`src/rtl/oops_structs.sv`:
```
// Shared out-of-order pipeline types: ROB geometry, ROB entry, issue-queue element, regfile bus.
package oops_structs;

   localparam int unsigned ROB_DEPTH = 16;
   localparam int unsigned ROB_TAG_W = $clog2(ROB_DEPTH);
   localparam int unsigned XLEN      = 32;
   localparam int unsigned REG_IDX_W = 5;
   localparam int unsigned OPCODE_W  = 7;

   typedef logic [ROB_TAG_W-1:0] rob_tag_t;
   typedef logic [REG_IDX_W-1:0] reg_idx_t;

   // One reorder buffer slot at the default geometry
   typedef struct packed {
      logic            busy;
      logic            done;
      reg_idx_t        dest_reg;
      logic [XLEN-1:0] data;
   } rob_entry_t;

   // Instruction queue element waiting on its operands
   typedef struct packed {
      logic                valid;
      logic [OPCODE_W-1:0] opcode;
      reg_idx_t            rd;
      reg_idx_t            rs1;
      reg_idx_t            rs2;
      rob_tag_t            rob_dest;
      rob_tag_t            rs1_tag;
      logic                rs1_rdy;
      logic [XLEN-1:0]     rs1_val;
      rob_tag_t            rs2_tag;
      logic                rs2_rdy;
      logic [XLEN-1:0]     rs2_val;
   } instruction_element_t;

   // Regfile write bus driven by retirement
   typedef struct packed {
      logic            we;
      reg_idx_t        addr;
      rob_tag_t        tag;
      logic [XLEN-1:0] data;
   } reg_bus_t;

endpackage

```
`src/rtl/reorder_buffer.sv`:
```
// Circular reorder buffer: in-order allocation, out-of-order writeback, in-order retirement.
module reorder_buffer
   import oops_structs::*;
#(
   parameter  int unsigned DEPTH = ROB_DEPTH,
   parameter  int unsigned WIDTH = XLEN,
   localparam int unsigned TAG_W = $clog2(DEPTH),
   localparam int unsigned CNT_W = $clog2(DEPTH + 1)
) (
   input  logic                 clk,
   input  logic                 rst_n,
   input  logic                 flush,
   input  logic                 alloc_vld_i,
   input  logic [REG_IDX_W-1:0] alloc_dest_reg_i,
   output logic                 alloc_rdy_o,
   output logic [TAG_W-1:0]     rob_dest_o,
   input  logic                 cdb_vld_i,
   input  logic [TAG_W-1:0]     cdb_tag_i,
   input  logic [WIDTH-1:0]     cdb_data_i,
   input  logic [TAG_W-1:0]     rd_tag_i,
   output logic                 rd_ready_o,
   output logic [WIDTH-1:0]     rd_data_o,
   output logic                 commit_vld_o,
   output logic [REG_IDX_W-1:0] commit_reg_o,
   output logic [TAG_W-1:0]     commit_tag_o,
   output logic [WIDTH-1:0]     commit_data_o
);

   logic [DEPTH-1:0]     busy_q, busy_d;
   logic [DEPTH-1:0]     done_q, done_d;
   reg_idx_t             dest_q [DEPTH];
   reg_idx_t             dest_d [DEPTH];
   logic [WIDTH-1:0]     data_q [DEPTH];
   logic [WIDTH-1:0]     data_d [DEPTH];
   logic [TAG_W-1:0]     head_q, head_d;
   logic [TAG_W-1:0]     tail_q, tail_d;
   logic [CNT_W-1:0]     count_q, count_d;

   logic                 alloc_fire;
   logic                 retire;
   logic                 wb_fire;

   // Handshake, retirement and operand-read views of the current state
   always_comb begin
      alloc_rdy_o   = (count_q < CNT_W'(DEPTH));
      rob_dest_o    = tail_q;
      alloc_fire    = alloc_vld_i & alloc_rdy_o;
      // A full buffer does not count the same-cycle retirement as free space
      retire        = busy_q[head_q] & done_q[head_q] & ~flush;
      commit_vld_o  = retire & (dest_q[head_q] != '0);
      commit_reg_o  = dest_q[head_q];
      commit_tag_o  = head_q;
      commit_data_o = data_q[head_q];
      // Retiring head is never rewritten on its way out
      wb_fire       = cdb_vld_i & busy_q[cdb_tag_i] &
                      ~(retire & (cdb_tag_i == head_q));
      if (cdb_vld_i && (cdb_tag_i == rd_tag_i)) begin
         rd_ready_o = 1'b1;
         rd_data_o  = cdb_data_i;
      end else begin
         rd_ready_o = done_q[rd_tag_i];
         rd_data_o  = data_q[rd_tag_i];
      end
   end

   // Next-state: flush overrides everything, otherwise writeback, allocate, retire
   always_comb begin
      busy_d  = busy_q;
      done_d  = done_q;
      dest_d  = dest_q;
      data_d  = data_q;
      head_d  = head_q;
      tail_d  = tail_q;
      count_d = count_q;

      if (flush) begin
         busy_d  = '0;
         head_d  = '0;
         tail_d  = '0;
         count_d = '0;
      end else begin
         if (wb_fire) begin
            done_d[cdb_tag_i] = 1'b1;
            data_d[cdb_tag_i] = cdb_data_i;
         end
         if (alloc_fire) begin
            busy_d[tail_q] = 1'b1;
            done_d[tail_q] = 1'b0;
            dest_d[tail_q] = alloc_dest_reg_i;
            data_d[tail_q] = '0;
            tail_d         = tail_q + TAG_W'(1);
         end
         if (retire) begin
            busy_d[head_q] = 1'b0;
            head_d         = head_q + TAG_W'(1);
         end
         unique case ({alloc_fire, retire})
            2'b10:   count_d = count_q + CNT_W'(1);
            2'b01:   count_d = count_q - CNT_W'(1);
            default: count_d = count_q;
         endcase
      end
   end

   // State registers with asynchronous clear of every entry
   always_ff @(posedge clk or negedge rst_n) begin
      if (!rst_n) begin
         busy_q  <= '0;
         done_q  <= '0;
         dest_q  <= '{default: '0};
         data_q  <= '{default: '0};
         head_q  <= '0;
         tail_q  <= '0;
         count_q <= '0;
      end else begin
         busy_q  <= busy_d;
         done_q  <= done_d;
         dest_q  <= dest_d;
         data_q  <= data_d;
         head_q  <= head_d;
         tail_q  <= tail_d;
         count_q <= count_d;
      end
   end

endmodule

```
`config.mk`:
```
export PLATFORM = sky130hd
export DESIGN_NAME = reorder_buffer
export DESIGN_NICKNAME = d
export VERILOG_FILES = /design/src/rtl/oops_structs.sv /design/src/rtl/reorder_buffer.sv
export SDC_FILE = /design/constraint.sdc
export NUM_CORES = 2
export LEC_CHECK = 0
export BUFFER_PORTS_ARGS = -buffer_cell sky130_fd_sc_hd__buf_4
export CORE_AREA = 2 2 378 380
export CTS_CLUSTER_DIAMETER = 200
export CTS_CLUSTER_SIZE = 25
export DETAILED_ROUTE_END_ITERATION = 10
export DIE_AREA = 0 0 380 382
export HOLD_SLACK_MARGIN = 0.06
export PLACE_DENSITY_LB_ADDON = 0.3
export SLEW_MARGIN = 40
export SYNTH_ARGS = -nofsm -noshare
export SYNTH_HDL_FRONTEND = slang
export SYNTH_SLANG_ARGS = --single-unit
```
`constraint.sdc`:
```
create_clock -name clk -period 3.06 [get_ports clk]
set_clock_uncertainty 0.15 [all_clocks]
set_input_delay 0.153 -clock clk [delete_from_list [all_inputs] [get_ports clk]]
set_output_delay 0.153 -clock clk [all_outputs]
set_load 0.005 [all_outputs]
```
==> results.json <==
{
  "r2r-start": "commit_tag_o[0]",
  "cp-start-kind": "register",
  "post-route-worst-setup-slack_ns": -0.4998,
  "portBuffers": 129,
  "reg2reg_slack_ns": -0.01,
  "ys_ff_latch": 637,
  "cp.arrival_ns": 3.26,
  "wl_per_cell_microns": 29.70,
  "yosys.area_share.simple": 0.05653,
  "dieArea_sq_mm": 0.1452,
  "path_buf_inv": 2,
  "path_delay_family": "multiplexers",
  "final_common_cell": "dfrtp_1",
  "drt_wl_total_microns": 142500,
  "drtIter0Drc": 3084,
  "grt_setup_unrepaired": "true",
  "yosysUniqueCellTypes": 52,
  "powerDensity_mw_per_mm2": 445.1,
  "synth_compound_area_frac": 0.1594,
  "syn-mean-instance-area_sq_um": 12.78,
  "yosysSeqAreaShare": 0.4550,
  "fmax_ghz": 0.2809,
  "area_growth_pct": 21.85,
  "crit_path_end_kind": "output port",
  "final_cell_area_sq_mm": 0.04269,
  "failed_checks": "negative setup slack",
  "ant_nets": 0,
  "hold_viol_final": 0,
  "cts_tree": "yes",
  "cts_buffers": 29,
  "slew_headroom": 0.4136,
  "cts_sinks": 637,
  "path_max_fanout": 13,
  "antenna_found_initial": 9,
  "vdd_drop_max_v": 0.0005132,
  "synth_fa_ha_area_frac": 0.004500,
  "nNetsFinal": 2965,
  "clk_latency_ns": 0.66,
  "vias": 27580,
  "ioPinCount": 130,
  "holdCritPathClass": "primary input to async pin",
  "power_mw": 19.00,
  "synth-async-reset-ratio": 1.000,
  "finalSetupViolCount": 38,
  "path_cells": "buf_16 > mux4_2 > mux4_2 > or4_4 > o21a_1 > buf_4",
  "dr.pass1.iters": 6,
  "finalCritPeriodShare": 1.163,
  "grt_overflow": 0,
  "r2r_end": "data_q[470]",
  "cts_buffer_depth": 3,
  "yosys-mux-area-fraction": 0.2684,
  "fin_tns_setup_ns": -10.16,
  "synth_xor_area_frac": 0.003750,
  "drc": 0,
  "cts-root-buf": "clkbuf_16",
  "critical_path_class": "register to output port",
  "drv_slew": 0,
  "num_antenna_cells": 0,
  "start_util": 0.2487,
  "grt_max_degree": 97,
  "grt_pass1_wl_microns": 203400,
  "viasPerCell": 5.751,
  "power_leakage_nw": 17.46,
  "netlist_instances": 2741,
  "grt_use_total": 0.1877,
  "maxCapViolations": 0,
  "synth-edff-count": 0,
  "place_area_sq_mm": 0.03964,
  "worst-slew-pin-transition_ns": 0.8797,
  "layout-drive-gt1-share": 0.3255,
  "die_h_microns": 382,
  "h-tree-depth": 1,
  "coreArea_sq_mm": 0.1409,
  "fin_crit_ns": 3.560,
  "synth_top_family_by_area": "multiplexers",
  "place_hpwl_microns": 82180,
  "slowest_delay_ns": 0.55,
  "gp_congestion": 0.8155,
  "grt_pass1_vias": 27487,
  "cts.clk_slew.worst_paths_ns": 0.11,
  "crit_required_ns": 2.76,
  "slowest_stage": "or4_4",
  "cp_common_cell": "mux4_2",
  "syn_nets": 2803,
  "synth_flop_cell": "dfrtp_1",
  "die_w_microns": 380,
  "ys_warn_count": 0,
  "final_cell_mix": "dfrtp_1 (633), mux4_2 (354), buf_4 (239)",
  "placementRows": 138,
  "status": "complete, but fails checks",
  "synth.cell_area_sq_mm": 0.03504,
  "r2r_cells": 14
}
==> metal layers <==
metal / global-route usage / vias to the layer above / part of all wire
li1: - / 11127 / -
met1: 0.2660 / 14817 / 0.43
met2: 0.2967 / 1394 / 0.46
met3: 0.03554 / 230 / 0.086
met4: 0.04321 / 12 / 0.026
met5: 0 / - / 0.00055
==> registers in the layout, summed over array words and instances, names as in the netlist <==
signal / count
count_q: 5
done_q: 16
rob_dest_o: 4
dest_q: 80
busy_q: 16
data_q: 512
commit_tag_o: 4
==> cell families after synthesis <==
family          count (synthesis)
xor+xnor                       15
compound gates                705
simple gates                  433
buf+inv                       454
flops                         637
mux                           485
fa+ha+maj                      12
==> area by class of cell <==
type / instances / area [sq um]
Tap cell: 1890 / 2365
Fill cell: 14176 / 98200
Timing Repair Buffer: 444 / 5339
Multi-Input combinational cell: 1650 / 17730
Sequential cell: 637 / 15960
Clock inverter: 2 / 36.28
Inverter: 141 / 529.3
Clock buffer: 32 / 737.0
==> synthesized netlist by cell type, drive strengths merged, types with 5 or more instances <==
library cell  instances  share of area
a21oi                19         0.0027
a22o                128          0.032
a311oi                8         0.0020
a31oi                33         0.0059
a32o                128          0.037
a32oi               130          0.032
and2                  8         0.0014
and3                  6         0.0011
buf                 119          0.016
clkbuf              194          0.021
dfrtp               637           0.45
ha                   11         0.0039
inv                 141          0.015
mux2                 94          0.030
mux2i                37          0.011
mux4                354           0.23
nand2               235          0.025
nand2b                5        0.00089
nand3                43         0.0061
nand4                37         0.0066
nor2                 49         0.0053
nor2b                11         0.0020
nor3                 17         0.0026
nor4                 12         0.0032
o211ai               34         0.0073
o21ai               151          0.022
o2bb2ai              63          0.016
xnor2                 5         0.0012
xor2                 10         0.0025
==> power breakdown <==
part	internal, mW	switching, mW
clock	1.74	2.99
combinational	3.00	2.48
sequential	8.63	0.151
==> how the worst max path moves through the flow <==
| stage | to | depth (start not counted) | startpoint | slack (ns) |
|---|---|---|---|---|
| 2_1_floorplan | commit_data_o[25] | 6 | commit_tag_o[0] | 0.18 |
| 3_3_place_gp | data_q[434] | 8 | commit_tag_o[1] | -0.15 |
| 3_5_place_dp | commit_vld_o | 6 | commit_tag_o[0] | 0.00007 |
| 4_1_cts | commit_vld_o | 6 | commit_tag_o[0] | -0.55 |
| 5_1_grt | commit_vld_o | 6 | commit_tag_o[0] | -0.58 |
| 6_report | commit_vld_o | 6 | commit_tag_o[0] | -0.50 |
==> stage by stage <==
step	worst slack, ns	utilization	hold slack (ns)	cells
4_1_cts	-0.5504	0.2981	0.07143	4753
3_3_place_gp	-0.1494	0.2810	0.002006	4624
5_1_grt	-0.5769	0.3030	0.09470	4796
2_1_floorplan	0.1839	-	-0.2926	2741
6_report	-0.4998	0.3030	0.09016	4796
3_5_place_dp	0.00007305	0.2814	0.006952	4628
==> tightest hold or removal path, delay by kind of cell <==
| kind | cells | cell delay, ns |
|---|---|---|
| buffers and inverters | 3 | 1.08 |
==> what timing repair did <==
action                      CTS  global route
setup endpoints to repair    38           468
hold buffers                 43             0
cloned                       21            12
gates resized for setup      80            39
hold endpoints to repair   1258             0
pin swaps                     4            26
setup buffers                27            31
Power figures use the tool's default switching activity.
